## src/rtl/sigdel_channel_scheduler_if.sv

```systemverilog
// Sample-write handshake and tagged-bitstream bundle for sigdel_channel_scheduler.
// master = sample/mask producer and bit consumer, slave = the scheduler.
interface sigdel_channel_scheduler_if #(
  parameter int NUM_CHANNELS = 4,
  parameter int DATA_WIDTH   = 24,
  parameter int CH_IDX_WIDTH = 2
);
  logic [NUM_CHANNELS-1:0] chan_enable;
  logic                    sample_valid;
  logic                    sample_ready;
  logic [CH_IDX_WIDTH-1:0] sample_channel;
  logic [DATA_WIDTH-1:0]   sample_data;
  logic                    bit_valid;
  logic [CH_IDX_WIDTH-1:0] bit_channel;
  logic                    output_bitstream;
  logic                    frame_start;
  logic                    addr_error;

  modport master (
    output chan_enable, sample_valid, sample_channel, sample_data,
    input  sample_ready, bit_valid, bit_channel, output_bitstream, frame_start, addr_error
  );

  modport slave (
    input  chan_enable, sample_valid, sample_channel, sample_data,
    output sample_ready, bit_valid, bit_channel, output_bitstream, frame_start, addr_error
  );
endinterface

```

## src/rtl/sigdel_channel_scheduler.sv

```systemverilog
// Round-robin time-multiplexed first-order sigma-delta modulator with double-buffered samples.
// Optional feature: define SIGDEL_DITHER_EN to add a 16-bit LFSR dither bit to every update.
module sigdel_channel_scheduler #(
  parameter int NUM_CHANNELS = 4,
  parameter int DATA_WIDTH   = 24,
  parameter int CH_IDX_WIDTH = 2
) (
  input  logic clock_200,
  input  logic reset_n,
  sigdel_channel_scheduler_if.slave bus
);

  localparam int unsigned NUM_U = NUM_CHANNELS;

  logic [NUM_CHANNELS-1:0] pending_q, pending_d;
  logic [DATA_WIDTH-1:0]   shadow_q [NUM_CHANNELS];
  logic [DATA_WIDTH-1:0]   shadow_d [NUM_CHANNELS];
  logic [DATA_WIDTH-1:0]   active_q [NUM_CHANNELS];
  logic [DATA_WIDTH-1:0]   active_d [NUM_CHANNELS];
  logic [DATA_WIDTH-1:0]   acc_q    [NUM_CHANNELS];
  logic [DATA_WIDTH-1:0]   acc_d    [NUM_CHANNELS];
  logic [CH_IDX_WIDTH-1:0] ptr_q, ptr_d;
  logic                    bit_valid_q, bit_valid_d;
  logic [CH_IDX_WIDTH-1:0] bit_channel_q, bit_channel_d;
  logic                    bit_q, bit_d;
  logic                    frame_start_q, frame_start_d;
  logic                    addr_error_q, addr_error_d;

  logic                    sel_found;
  logic [CH_IDX_WIDTH-1:0] sel;
  int unsigned             cand;
  logic                    ready;
  logic                    in_range;
  logic                    dither;
  logic [DATA_WIDTH:0]     sum;

`ifdef SIGDEL_DITHER_EN
  logic [15:0] lfsr_q, lfsr_d;

  always_comb begin
    dither = lfsr_q[0];
    lfsr_d = lfsr_q;
    if (sel_found) begin
      lfsr_d = {lfsr_q[14:0], lfsr_q[15] ^ lfsr_q[13] ^ lfsr_q[12] ^ lfsr_q[10]};
    end
  end

  always_ff @(posedge clock_200) begin
    if (!reset_n) lfsr_q <= 16'hACE1;
    else          lfsr_q <= lfsr_d;
  end
`else
  always_comb dither = 1'b0;
`endif

  // First enabled channel strictly after ptr_q, scanning upward with wrap.
  always_comb begin
    sel_found = 1'b0;
    sel       = '0;
    cand      = 0;
    for (int unsigned k = 1; k <= NUM_U; k++) begin
      cand = 32'(ptr_q) + k;
      if (cand >= NUM_U) cand = cand - NUM_U;
      for (int unsigned i = 0; i < NUM_U; i++) begin
        if (!sel_found && (i == cand) && bus.chan_enable[i]) begin
          sel_found = 1'b1;
          sel       = CH_IDX_WIDTH'(i);
        end
      end
    end
  end

  // Out-of-range channels match no entry, so they stay ready and flag addr_error.
  always_comb begin
    ready    = 1'b1;
    in_range = 1'b0;
    for (int unsigned i = 0; i < NUM_U; i++) begin
      if (i == 32'(bus.sample_channel)) begin
        ready    = !pending_q[i];
        in_range = 1'b1;
      end
    end
  end

  always_comb begin
    pending_d     = pending_q;
    shadow_d      = shadow_q;
    active_d      = active_q;
    acc_d         = acc_q;
    ptr_d         = ptr_q;
    bit_valid_d   = 1'b0;
    bit_channel_d = bit_channel_q;
    bit_d         = bit_q;
    frame_start_d = 1'b0;
    addr_error_d  = addr_error_q;
    sum           = '0;

    for (int unsigned i = 0; i < NUM_U; i++) begin
      if (!bus.chan_enable[i]) acc_d[i] = '0;
    end

    if (sel_found) begin
      ptr_d         = sel;
      bit_valid_d   = 1'b1;
      bit_channel_d = sel;
      // bit_valid_q low means the previous cycle was idle or reset.
      frame_start_d = !bit_valid_q || (sel <= ptr_q);
      for (int unsigned i = 0; i < NUM_U; i++) begin
        if (i == 32'(sel)) begin
          if (pending_q[i]) begin
            active_d[i]  = shadow_q[i];
            pending_d[i] = 1'b0;
          end
          sum = {1'b0, acc_q[i]}
              + {1'b0, ~active_q[i][DATA_WIDTH-1], active_q[i][DATA_WIDTH-2:0]}
              + (DATA_WIDTH+1)'(dither);
          bit_d    = sum[DATA_WIDTH];
          acc_d[i] = sum[DATA_WIDTH-1:0];
        end
      end
    end

    if (bus.sample_valid && ready) begin
      if (in_range) begin
        for (int unsigned i = 0; i < NUM_U; i++) begin
          if (i == 32'(bus.sample_channel)) begin
            shadow_d[i]  = bus.sample_data;
            pending_d[i] = 1'b1;
          end
        end
      end else begin
        addr_error_d = 1'b1;
      end
    end
  end

  always_ff @(posedge clock_200) begin
    if (!reset_n) begin
      pending_q     <= '0;
      for (int unsigned i = 0; i < NUM_U; i++) begin
        shadow_q[i] <= '0;
        active_q[i] <= '0;
        acc_q[i]    <= '0;
      end
      ptr_q         <= CH_IDX_WIDTH'(NUM_CHANNELS - 1);
      bit_valid_q   <= 1'b0;
      bit_channel_q <= '0;
      bit_q         <= 1'b0;
      frame_start_q <= 1'b0;
      addr_error_q  <= 1'b0;
    end else begin
      pending_q     <= pending_d;
      shadow_q      <= shadow_d;
      active_q      <= active_d;
      acc_q         <= acc_d;
      ptr_q         <= ptr_d;
      bit_valid_q   <= bit_valid_d;
      bit_channel_q <= bit_channel_d;
      bit_q         <= bit_d;
      frame_start_q <= frame_start_d;
      addr_error_q  <= addr_error_d;
    end
  end

  assign bus.sample_ready     = ready;
  assign bus.bit_valid        = bit_valid_q;
  assign bus.bit_channel      = bit_channel_q;
  assign bus.output_bitstream = bit_q;
  assign bus.frame_start      = frame_start_q;
  assign bus.addr_error       = addr_error_q;

endmodule
```

## src/flat_wrapper.sv

```systemverilog
// flat-port wrapper written by rule: the top's interface ports become plain ports
module sigdel_channel_scheduler_flat 
#(
  parameter int NUM_CHANNELS = 4,
  parameter int DATA_WIDTH   = 24,
  parameter int CH_IDX_WIDTH = 2
)
  (clock_200, reset_n, bus_chan_enable, bus_sample_valid, bus_sample_channel, bus_sample_data, bus_sample_ready, bus_bit_valid, bus_bit_channel, bus_output_bitstream, bus_frame_start, bus_addr_error);
  sigdel_channel_scheduler_if #(.NUM_CHANNELS(NUM_CHANNELS), .DATA_WIDTH(DATA_WIDTH), .CH_IDX_WIDTH(CH_IDX_WIDTH)) bus_i ();
  input  logic clock_200;
  input  logic reset_n;
  input wire logic [$bits(bus_i.chan_enable)-1:0] bus_chan_enable;
  input wire logic [$bits(bus_i.sample_valid)-1:0] bus_sample_valid;
  input wire logic [$bits(bus_i.sample_channel)-1:0] bus_sample_channel;
  input wire logic [$bits(bus_i.sample_data)-1:0] bus_sample_data;
  output wire logic [$bits(bus_i.sample_ready)-1:0] bus_sample_ready;
  output wire logic [$bits(bus_i.bit_valid)-1:0] bus_bit_valid;
  output wire logic [$bits(bus_i.bit_channel)-1:0] bus_bit_channel;
  output wire logic [$bits(bus_i.output_bitstream)-1:0] bus_output_bitstream;
  output wire logic [$bits(bus_i.frame_start)-1:0] bus_frame_start;
  output wire logic [$bits(bus_i.addr_error)-1:0] bus_addr_error;
  assign bus_i.chan_enable = bus_chan_enable;
  assign bus_i.sample_valid = bus_sample_valid;
  assign bus_i.sample_channel = bus_sample_channel;
  assign bus_i.sample_data = bus_sample_data;
  assign bus_sample_ready = bus_i.sample_ready;
  assign bus_bit_valid = bus_i.bit_valid;
  assign bus_bit_channel = bus_i.bit_channel;
  assign bus_output_bitstream = bus_i.output_bitstream;
  assign bus_frame_start = bus_i.frame_start;
  assign bus_addr_error = bus_i.addr_error;
  sigdel_channel_scheduler #(.NUM_CHANNELS(NUM_CHANNELS), .DATA_WIDTH(DATA_WIDTH), .CH_IDX_WIDTH(CH_IDX_WIDTH)) u_core (.clock_200(clock_200), .reset_n(reset_n), .bus(bus_i));
endmodule
```

## config.mk

```make
export PLATFORM = sky130hd
export DESIGN_NAME = sigdel_channel_scheduler_flat
export DESIGN_NICKNAME = d
export VERILOG_FILES = /design/src/rtl/sigdel_channel_scheduler_if.sv /design/src/rtl/sigdel_channel_scheduler.sv /design/src/flat_wrapper.sv
export SDC_FILE = /design/constraint.sdc
export NUM_CORES = 1
export LEC_CHECK = 0
export CORE_MARGIN = 2
export CORE_UTILIZATION = 35
export CTS_CLUSTER_SIZE = 30
export DETAILED_ROUTE_END_ITERATION = 12
export GPL_TIMING_DRIVEN = 1
export PLACE_DENSITY = 0.54
export SETUP_SLACK_MARGIN = 0.15
export SYNTH_ARGS = -nofsm -noshare
export SYNTH_HDL_FRONTEND = slang
export SYNTH_SLANG_ARGS = --single-unit
```

## constraint.sdc

```tcl
create_clock -name clock_200 -period 2.6 [get_ports clock_200]
set_input_delay 0.26 -clock clock_200 [delete_from_list [all_inputs] [get_ports clock_200]]
set_output_delay 0.26 -clock clock_200 [all_outputs]
set_load 0.01 [all_outputs]
```

After elaboration in Yosys (flattened, before gate mapping)
Cells that the tools add are included.
{"block": "word_totals", "regBits": 300, "output_inout_bits": 7, "wordCells": 198}
{"block": "classes", "addsub": 12, "order_cmp": 5, "n_eq_ne": 18, "mux": 68, "n_bitwise": 5, "n_reduce_logical": 71}
{"op": "$eq A2 B32 Y1 const A", "count": 8}
{"op": "$mux W24", "count": 8}
{"op": "$eq A1 B32 Y1 const A", "count": 4}
{"op": "$ge A32 B3 Y1 const B", "count": 4}
{"op": "$logic_not A32 Y1", "count": 4}
{"op": "$mux W32", "count": 4}
{"op": "$sub A32 B3 Y32 const B", "count": 4}
{"op": "$add A24 B24 Y25", "count": 4}
{"op": "$mux W96", "count": 1}
{"op": "$mux W1", "count": 38}
{"op": "$logic_and A1 B1 Y1", "count": 32}
{"op": "$mux W2", "count": 14}
{"op": "$reduce_and A3 Y1", "count": 8}
{"op": "$logic_not A1 Y1", "count": 20}
{"op": "$mux W4", "count": 3}
{"op": "$eq A2 B2 Y1 const A", "count": 4}
{"op": "$add A2 B2 Y3 const B", "count": 2}
{"op": "$reduce_and A2 Y1", "count": 3}
{"op": "$not A1 Y1", "count": 5}
{"op": "$add A2 B3 Y4 const B", "count": 1}
{"op": "$eq A1 B2 Y1 const A", "count": 2}
{"op": "$logic_not A2 Y1", "count": 2}
{"op": "$reduce_bool A4 Y1", "count": 1}
{"op": "$add A2 B1 Y3 const B", "count": 1}
{"op": "2 further kinds", "count": 2}

Depth between registers and ports, before layout
Gate-level depths: netlist of the first run.
{"block": "logic_depth", "word_depth": 72, "depth_mapped": 12, "ltp_nobuf": 12}

Worst setup path after synthesis of the first run
Ideal clock, no wire load.
{"block": "synth_timing", "path_type": "register -> register", "from": "register u_core.acc_q[0] (netlist name)", "to": "register u_core.acc_q[22] (netlist name)", "setup_time_ns": 0.074, "arrival_time_ns": 2.567, "required_ns": 2.526, "setup_slack_ns": -0.041, "stages_incl_launch_ff": 13, "synth_period_minus_slack_ns": 2.641, "path_cell_list": "dfxtp_1 -> ha_1 -> inv_1 -> fa_1 -> nor2b_1 -> o31ai_1 -> a21oi_2 -> o221ai_2 -> o31ai_1 -> o21ba_2 -> nor2_1 -> or4b_1 -> a31oi_1"}
{"block": "synth_via", "elab_chain_cells": 3}
{"element": "from (decl)", "line": "sigdel_channel_scheduler.sv:20", "rtl": "logic [DATA_WIDTH-1:0] acc_q [NUM_CHANNELS];"}
{"element": "from (signal, indexed assignment)", "line": "sigdel_channel_scheduler.sv:143", "rtl": "acc_q[i] <= '0;"}
{"element": "from (signal assigned)", "line": "sigdel_channel_scheduler.sv:155", "rtl": "acc_q <= acc_d;"}
{"element": "$add A24 B24 Y25", "line": "sigdel_channel_scheduler.sv:115", "rtl": "+ {1'b0, ~active_q[i][DATA_WIDTH-1], active_q[i][DATA_WIDTH-2:0]}"}
{"element": "$mux W24", "line": "sigdel_channel_scheduler.sv:109", "rtl": "if (i == 32'(sel)) begin"}
{"element": "$mux W96", "line": "sigdel_channel_scheduler.sv:102", "rtl": "if (sel_found) begin"}
Every way passes these cells.
A chain may end at the register's enable or synchronous reset.

Worst setup path in the final report of the first run
{"block": "layout_timing", "from": "register u_core.acc_q[48] (netlist name)", "to": "register u_core.acc_q[66] (netlist name)"}
Same word-level chain as after synthesis.

==> metrics.txt, run 1 <==
status=complete, no violations; Yosys top cell area share=39.94%; CP startpoint kind=flop; reg2reg setup slack=0.01 ns; placed cell count=2550; DR vias=13740; min-delay worst type=in -> reg; Die ar.=44630 sq um; Setup CP Type=reg -> reg; RSZ-0062 raised after global routing=true; antenna cell count=0; Placed Instance Area=17070 sq um; top post-synthesis cells by area=dfxtp_1, nand2_1, a21oi_1; Die X=211.3 microns; Slew @ Worst Pin=0.8633 ns; mapped cell area=15040 sq um; Final Cycle Share=99.43%; HP Start=reset_n; Site Rows=75; all-layer global routing usage=19.76%; Final Slew Violations=0; pin count of the biggest net entering global routing=118; clock root cell=clkbuf_16; Cells after Synth=1917; maximum root-to-sink buffer count=3; Final Hold Vio Count=0; core area=42130 sq um; CTS buffer count=36; Crit Path Max Fanout=4; Slew HR=42.45%; main flop type after synthesis=dfxtp_1; Setup crit start=u_core.acc_q[48]; hold path endpoint=u_core.shadow_q[30]; Sink Count=300; Setup Skew=0.02640 ns; CTS tree=yes; via-per-instance ratio=5.199; post-route setup slack=0.01477 ns; number of I/O port buffers=39; area grow syn2layout=30.07%; DPL Wire Length=29.89 mm; max-cap violations=0; setup_tns=0 ns; Min Hold Slack=0.2742 ns; DR pass1 iterations=4; layout cells sized above 1=19.49%; largest area contributor in the netlist=dfxtp_1; Die Height=211.3 microns; GP Congestion=0.8326; gr ovfl total=0; Detail Route Antenna Nets=0; # nets final=2213; #FFs+latches synth=300; mean post-synth cell area=7.843 sq um; R2R Path Start=u_core.acc_q[48]; DRC viols=0; Initial Util=35.69%; number of synthesized flops with an enable pin=0; register area=6052 sq um; min cycle time layout=2.585 ns; fillers=4063; hold path depth=3; Max IR drop VDD=0.4186 mV; Netlist cell types=67; Detailed Route Iter0 Violations=656; Synthesis Warnings=0; R2R cell count=12; most frequent cell after synthesis=nand2_1; power density cells=583.3 nW/um^2; design area=19560 sq um; Worst-Skew Late Latency=0.54 ns; WP data arrival=2.99 ns; H-tree depth=2; clk slew on worst S/H paths=0.06 ns; P_leak=7.591 nW; first-pass GRT wire length=70.46 mm; critical path required time=3.01 ns; Tot Pwr=11.41 mW; # IOs=40; vias in the first global route=13240; Final Routed Wirelength=44.08 mm; async set or reset register ratio after synthesis=0%; initial antenna violation count=0; post-route insts no fill=2643; Reg-to-Reg End=u_core.acc_q[66]; register area share after synthesis=39.94%; Crit. End Element=flop; fmax=386.8 MHz; Final Setup Violations=0; routed length per instance=16.68 microns; commonest cells in the netlist=nand2_1, dfxtp_1, a21oi_1; Syn Nets=2052; Final Util=46.42%; Place WS=-0.4249 ns; multi-input logic area=9359 sq um
==> layout by cell type (no fill, tap or decap), types with 6 or more instances in the layout <==
master	Yosys	final
nand2_1	496	494
dfxtp_1	300	267
a21oi_1	254	235
buf_4	0	165
nand3_1	76	76
ha_1	98	70
o21ai_0	91	69
nor2_1	53	52
and2_1	43	43
clkdlybuf4s50_1	0	38
a21boi_0	37	37
clkbuf_16	0	37
inv_1	38	34
a21o_1	33	32
xnor2_1	35	31
dfxtp_2	0	31
xor2_1	30	30
o21a_1	22	21
ha_4	0	20
nor3_1	20	17
o21ai_1	3	17
a21oi_2	1	17
nand2b_1	17	16
a31oi_1	19	14
buf_6	0	13
and3_1	12	12
a211oi_2	1	10
o31ai_1	14	10
nor2b_1	12	9
bufinv_16	0	9
buf_12	0	9
o211ai_1	8	8
or3_1	10	8
ha_2	0	8
clkbuf_8	0	8
o21bai_1	7	7
o21ai_2	1	6
nand4_1	6	6
==> sequential cells by signal, indices dropped and copies added, names as in the netlist <==
register	cells
u_core.acc_q	96
u_core.active_q	96
u_core.bus.addr_error	1
u_core.bus.bit_channel	2
u_core.bus.bit_valid	1
u_core.bus.frame_start	1
u_core.bus.output_bitstream	1
u_core.pending_q	4
u_core.ptr_q	2
u_core.shadow_q	96
==> worst max-delay path, cell delays in order, from the launching register on <==
cell and delay [ns]:
dfxtp_2 0.33, ha_4 0.16, inv_2 0.05, fa_2 0.20, nor2b_2 0.05, o31a_1 0.32, o31ai_4 0.26, a31oi_4 0.14
o21ai_4 0.21, a21oi_2 0.07, o21a_1 0.17, or3_1 0.30, a41o_1 0.21
==> cell families (layout without fill, tap and decap cells) <==
family / count (synthesis) / after routing / synth area share (%)
multiplexers: 4 / 4 / 0.2663
flip-flops: 300 / 300 / 39.94
XOR/XNOR: 65 / 65 / 3.786
AO/OA/AOI/OAI: 544 / 544 / 21.82
AND/OR/NAND/NOR: 759 / 759 / 21.81
adder cells (fa/ha/maj): 102 / 102 / 8.688
buffers and inverters: 143 / 330 / 3.687
==> metal layers <==
metal,up-vias,GRT usage [%],wire length [microns]
met5,-,0,0
li1,6925,-,-
met3,54,2.825,1702
met2,216,31.99,20050
met4,0,5.610,953
met1,6545,27.36,21370
==> cell type report <==
cell class              instances  area share [%]
clock buffers                  50           5.393
clock inverters                14           1.593
inverters                      40          0.7933
multi-input cells            1474           47.85
flip-flops and latches        300           30.94
well taps                     539           3.448
repair buffers                226           9.974
==> where the power goes <==
| part | leakage, nW | total (mW) | switching [mW] | internal, mW |
|---|---|---|---|---|
| Combinational | 4.48 | 0.893 | 0.566 | 0.327 |
| Clock | 0.666 | 5.78 | 2.04 | 3.74 |
| Sequential | 2.44 | 4.73 | 0.0578 | 4.68 |
| Total | 7.59 | 11.4 | 2.67 | 8.74 |
==> what timing repair did <==
action	in CTS	in global routing
hold buffers	0	0
setup endpoints to repair	27	38
buffers inserted	16	13
pin swaps	49	78
cloned	0	0
gates resized for setup	90	113
endpoints found under the hold margin	0	0
==> how the worst max path moves through the flow <==
stage	to
after floorplan	u_core.acc_q[22]
after global placement	u_core.bus.output_bitstream
after detailed placement	u_core.bus.output_bitstream
after CTS	u_core.acc_q[22]
after global routing	u_core.acc_q[22]
final	u_core.acc_q[66]
No activity file was read; power rests on OpenSTA's default activity.
==> run 2, diff against run 1 <==
--- a/config.mk
+++ b/config.mk
@@ -5,6 +5,7 @@
 export SDC_FILE = /design/constraint.sdc
 export NUM_CORES = 1
 export LEC_CHECK = 0
+export CAP_MARGIN = 20
 export CORE_MARGIN = 2
 export CORE_UTILIZATION = 35
 export CTS_CLUSTER_SIZE = 30
==> constraint.sdc (replaced) <==
create_clock -name clock_200 -period 2.1 [get_ports clock_200]
set_input_delay 0.21 -clock clock_200 [delete_from_list [all_inputs] [get_ports clock_200]]
set_output_delay 0.21 -clock clock_200 [all_outputs]
set_load 0.01 [all_outputs]
==> metrics.txt, run 2 (synthesis results as in run 1) <==
clk slew on worst S/H paths=0.07 ns (was 0.06 ns); power density cells=614.9 nW/um^2 (was 583.3 nW/um^2); Min Hold Slack=0.2031 ns (was 0.2742 ns); Crit Path Max Fanout=2 (was 4); design internal power=10.26 mW (was 8.739 mW); DPL Wire Length=31.14 mm (was 29.89 mm); post-route setup slack=-0.5276 ns (was 0.01477 ns); Final Util=52.79% (was 46.42%); P_leak=9.241 nW (was 7.591 nW); Sink Count=300 (unchanged); WP data arrival=3.05 ns (was 2.99 ns); area grow syn2layout=47.93% (was 30.07%); core area=42130 sq um (unchanged); sw power=3.414 mW (was 2.668 mW); R2R cell count=13 (was 12); Slew @ Worst Pin=0.6234 ns (was 0.8633 ns); pin count of the biggest net entering global routing=91 (was 118); Final Hold Vio Count=0 (unchanged); Max IR drop VDD=0.5580 mV (was 0.4186 mV); multi-input logic area=10550 sq um (was 9359 sq um); initial antenna violation count=3 (was 0); vias in the first global route=13990 (was 13240); # IOs=40 (unchanged); GP Congestion=0.8396 (was 0.8326); H-tree depth=2 (unchanged); register area=6065 sq um (was 6052 sq um); first-pass GRT wire length=73.31 mm (was 70.46 mm); gr ovfl total=0 (unchanged); fillers=3796 (was 4063); min cycle time layout=2.628 ns (was 2.585 ns); Die ar.=44630 sq um (unchanged); Die X=211.3 microns (unchanged); # nets final=2354 (was 2213); Setup CP Type=reg -> reg (unchanged); biggest regs=u_core.acc_q x96, u_core.active_q x96, u_core.shadow_q x96 (unchanged); maximum root-to-sink buffer count=3 (unchanged); max-cap violations=0 (unchanged); all-layer global routing usage=20.73% (was 19.76%); routed length per instance=17.67 microns (was 16.68 microns); hold path depth=2 (was 3); DRC viols=0 (unchanged); via-per-instance ratio=5.239 (was 5.199); CP startpoint kind=flop (unchanged); Worst-Skew Late Latency=0.53 ns (was 0.54 ns); Switching Share=24.96% (was 23.39%); register share of total power=43.0% (was 41.5%); Slew HR=58.31% (was 42.45%); Final Cycle Share=125.1% (was 99.43%); Final Routed Wirelength=49.16 mm (was 44.08 mm); Setup Skew=0.01514 ns (was 0.02640 ns); Final Setup Violations=66 (was 0); Crit. End Element=flop (unchanged); RSZ-0062 raised after global routing=true (unchanged); Site Rows=75 (unchanged); most frequent cells in the layout=nand2_1, dfxtp_1, buf_4 (was nand2_1, dfxtp_1, a21oi_1); fmax=380.6 MHz (was 386.8 MHz); DR pass1 iterations=8 (was 4); critical path required time=2.52 ns (was 3.01 ns); CTS buffer count=35 (was 36); Comb pwr share=11.2% (was 7.8%); Initial Util=35.69% (unchanged); Detailed Route Iter0 Violations=772 (was 656); Hold-fix buffers, CTS=0 (unchanged); Detail Route Antenna Nets=0 (unchanged); setup_tns=-15.10 ns (was 0 ns); failing checks=setup timing; status=complete, but fails checks (was complete, no violations); number of I/O port buffers=39 (unchanged); CTS tree=yes (unchanged); DR vias=14580 (was 13740); layout cells sized above 1=33.97% (was 19.49%); most common cell after layout, fill and taps aside=nand2_1 (unchanged); Tot Pwr=13.68 mW (was 11.41 mW); Clk pwr share=45.8% (was 50.7%); Final Slew Violations=0 (unchanged); Die Height=211.3 microns (unchanged); min-delay worst type=in -> reg (unchanged); clock root cell=clkbuf_16 (unchanged)
run 2: worst paths after layout:
kind / start / end / slack [ns]
hold reg to reg: u_core.shadow_q[0] / u_core.active_q[0] / 0.45
hold / removal: reset_n / u_core.shadow_q[94] / 0.20
setup / recovery: u_core.acc_q[48] / u_core.acc_q[66] / -0.53
setup reg to reg: u_core.acc_q[48] / u_core.acc_q[66] / -0.53
run 2: routing by layer:
metal | part of all wire [%] | vias to the layer above | global-route usage (%) | wire [microns]
li1 | - | 7216 | - | -
met2 | 48 | 290 | 35.21 | 23690
met1 | 45 | 6985 | 26.47 | 21890
met3 | 4.3 | 84 | 3.479 | 2119
met4 | 3.0 | 0 | 7.382 | 1462
met5 | 0 | - | 0 | 0
run 2: critical path: stages, from the launching register on:
cell,delay [ns]
dfxtp_2,0.34
ha_4,0.16
inv_2,0.05
fa_2,0.19
nor2b_2,0.05
o31a_1,0.27
o31ai_2,0.22
buf_4,0.18
a31oi_4,0.10
o21ai_2,0.18
a21oi_1,0.09
o21a_1,0.18
or3_1,0.31
a41o_1,0.23
run 2: layout make-up:
type | count | area share, %
tap | 539 | 3.032
clock buffer | 49 | 4.680
sequential | 300 | 27.27
clock inverter | 9 | 0.5569
timing repair buffer | 368 | 16.26
antenna | 3 | 0.03375
multi-input combinational | 1474 | 47.43
inverter | 40 | 0.7425
run 2: power groups by stage:
stage	Combinational (mW)	Sequential, mW	Clock [mW]
CTS	1.33	5.86	6.43
global route	1.63	5.88	6.65
finish	1.53	5.87	6.27
global placement	1.15	5.98	0
floorplan	0.535	5.96	0
detailed placement	1.16	5.98	0
run 2: stage by stage:
step,cell area (sq um),cells,setup slack [ns]
3_5_place_dp,18160,2634,-0.6143
3_3_place_gp,18160,2634,-0.6394
5_1_grt,22240,2779,-0.6566
6_report,22240,2782,-0.5276
4_1_cts,20730,2736,-0.5639
2_1_floorplan,15430,1917,-0.3949
run 2: repair_timing:
action                                  4_1_cts  5_1_grt
pin swaps                                   208      174
gates cloned                                  4       12
endpoints found under the setup margin       98      188
resized for setup                           281      243
endpoints found under the hold margin         0        0
setup buffers                                40       31
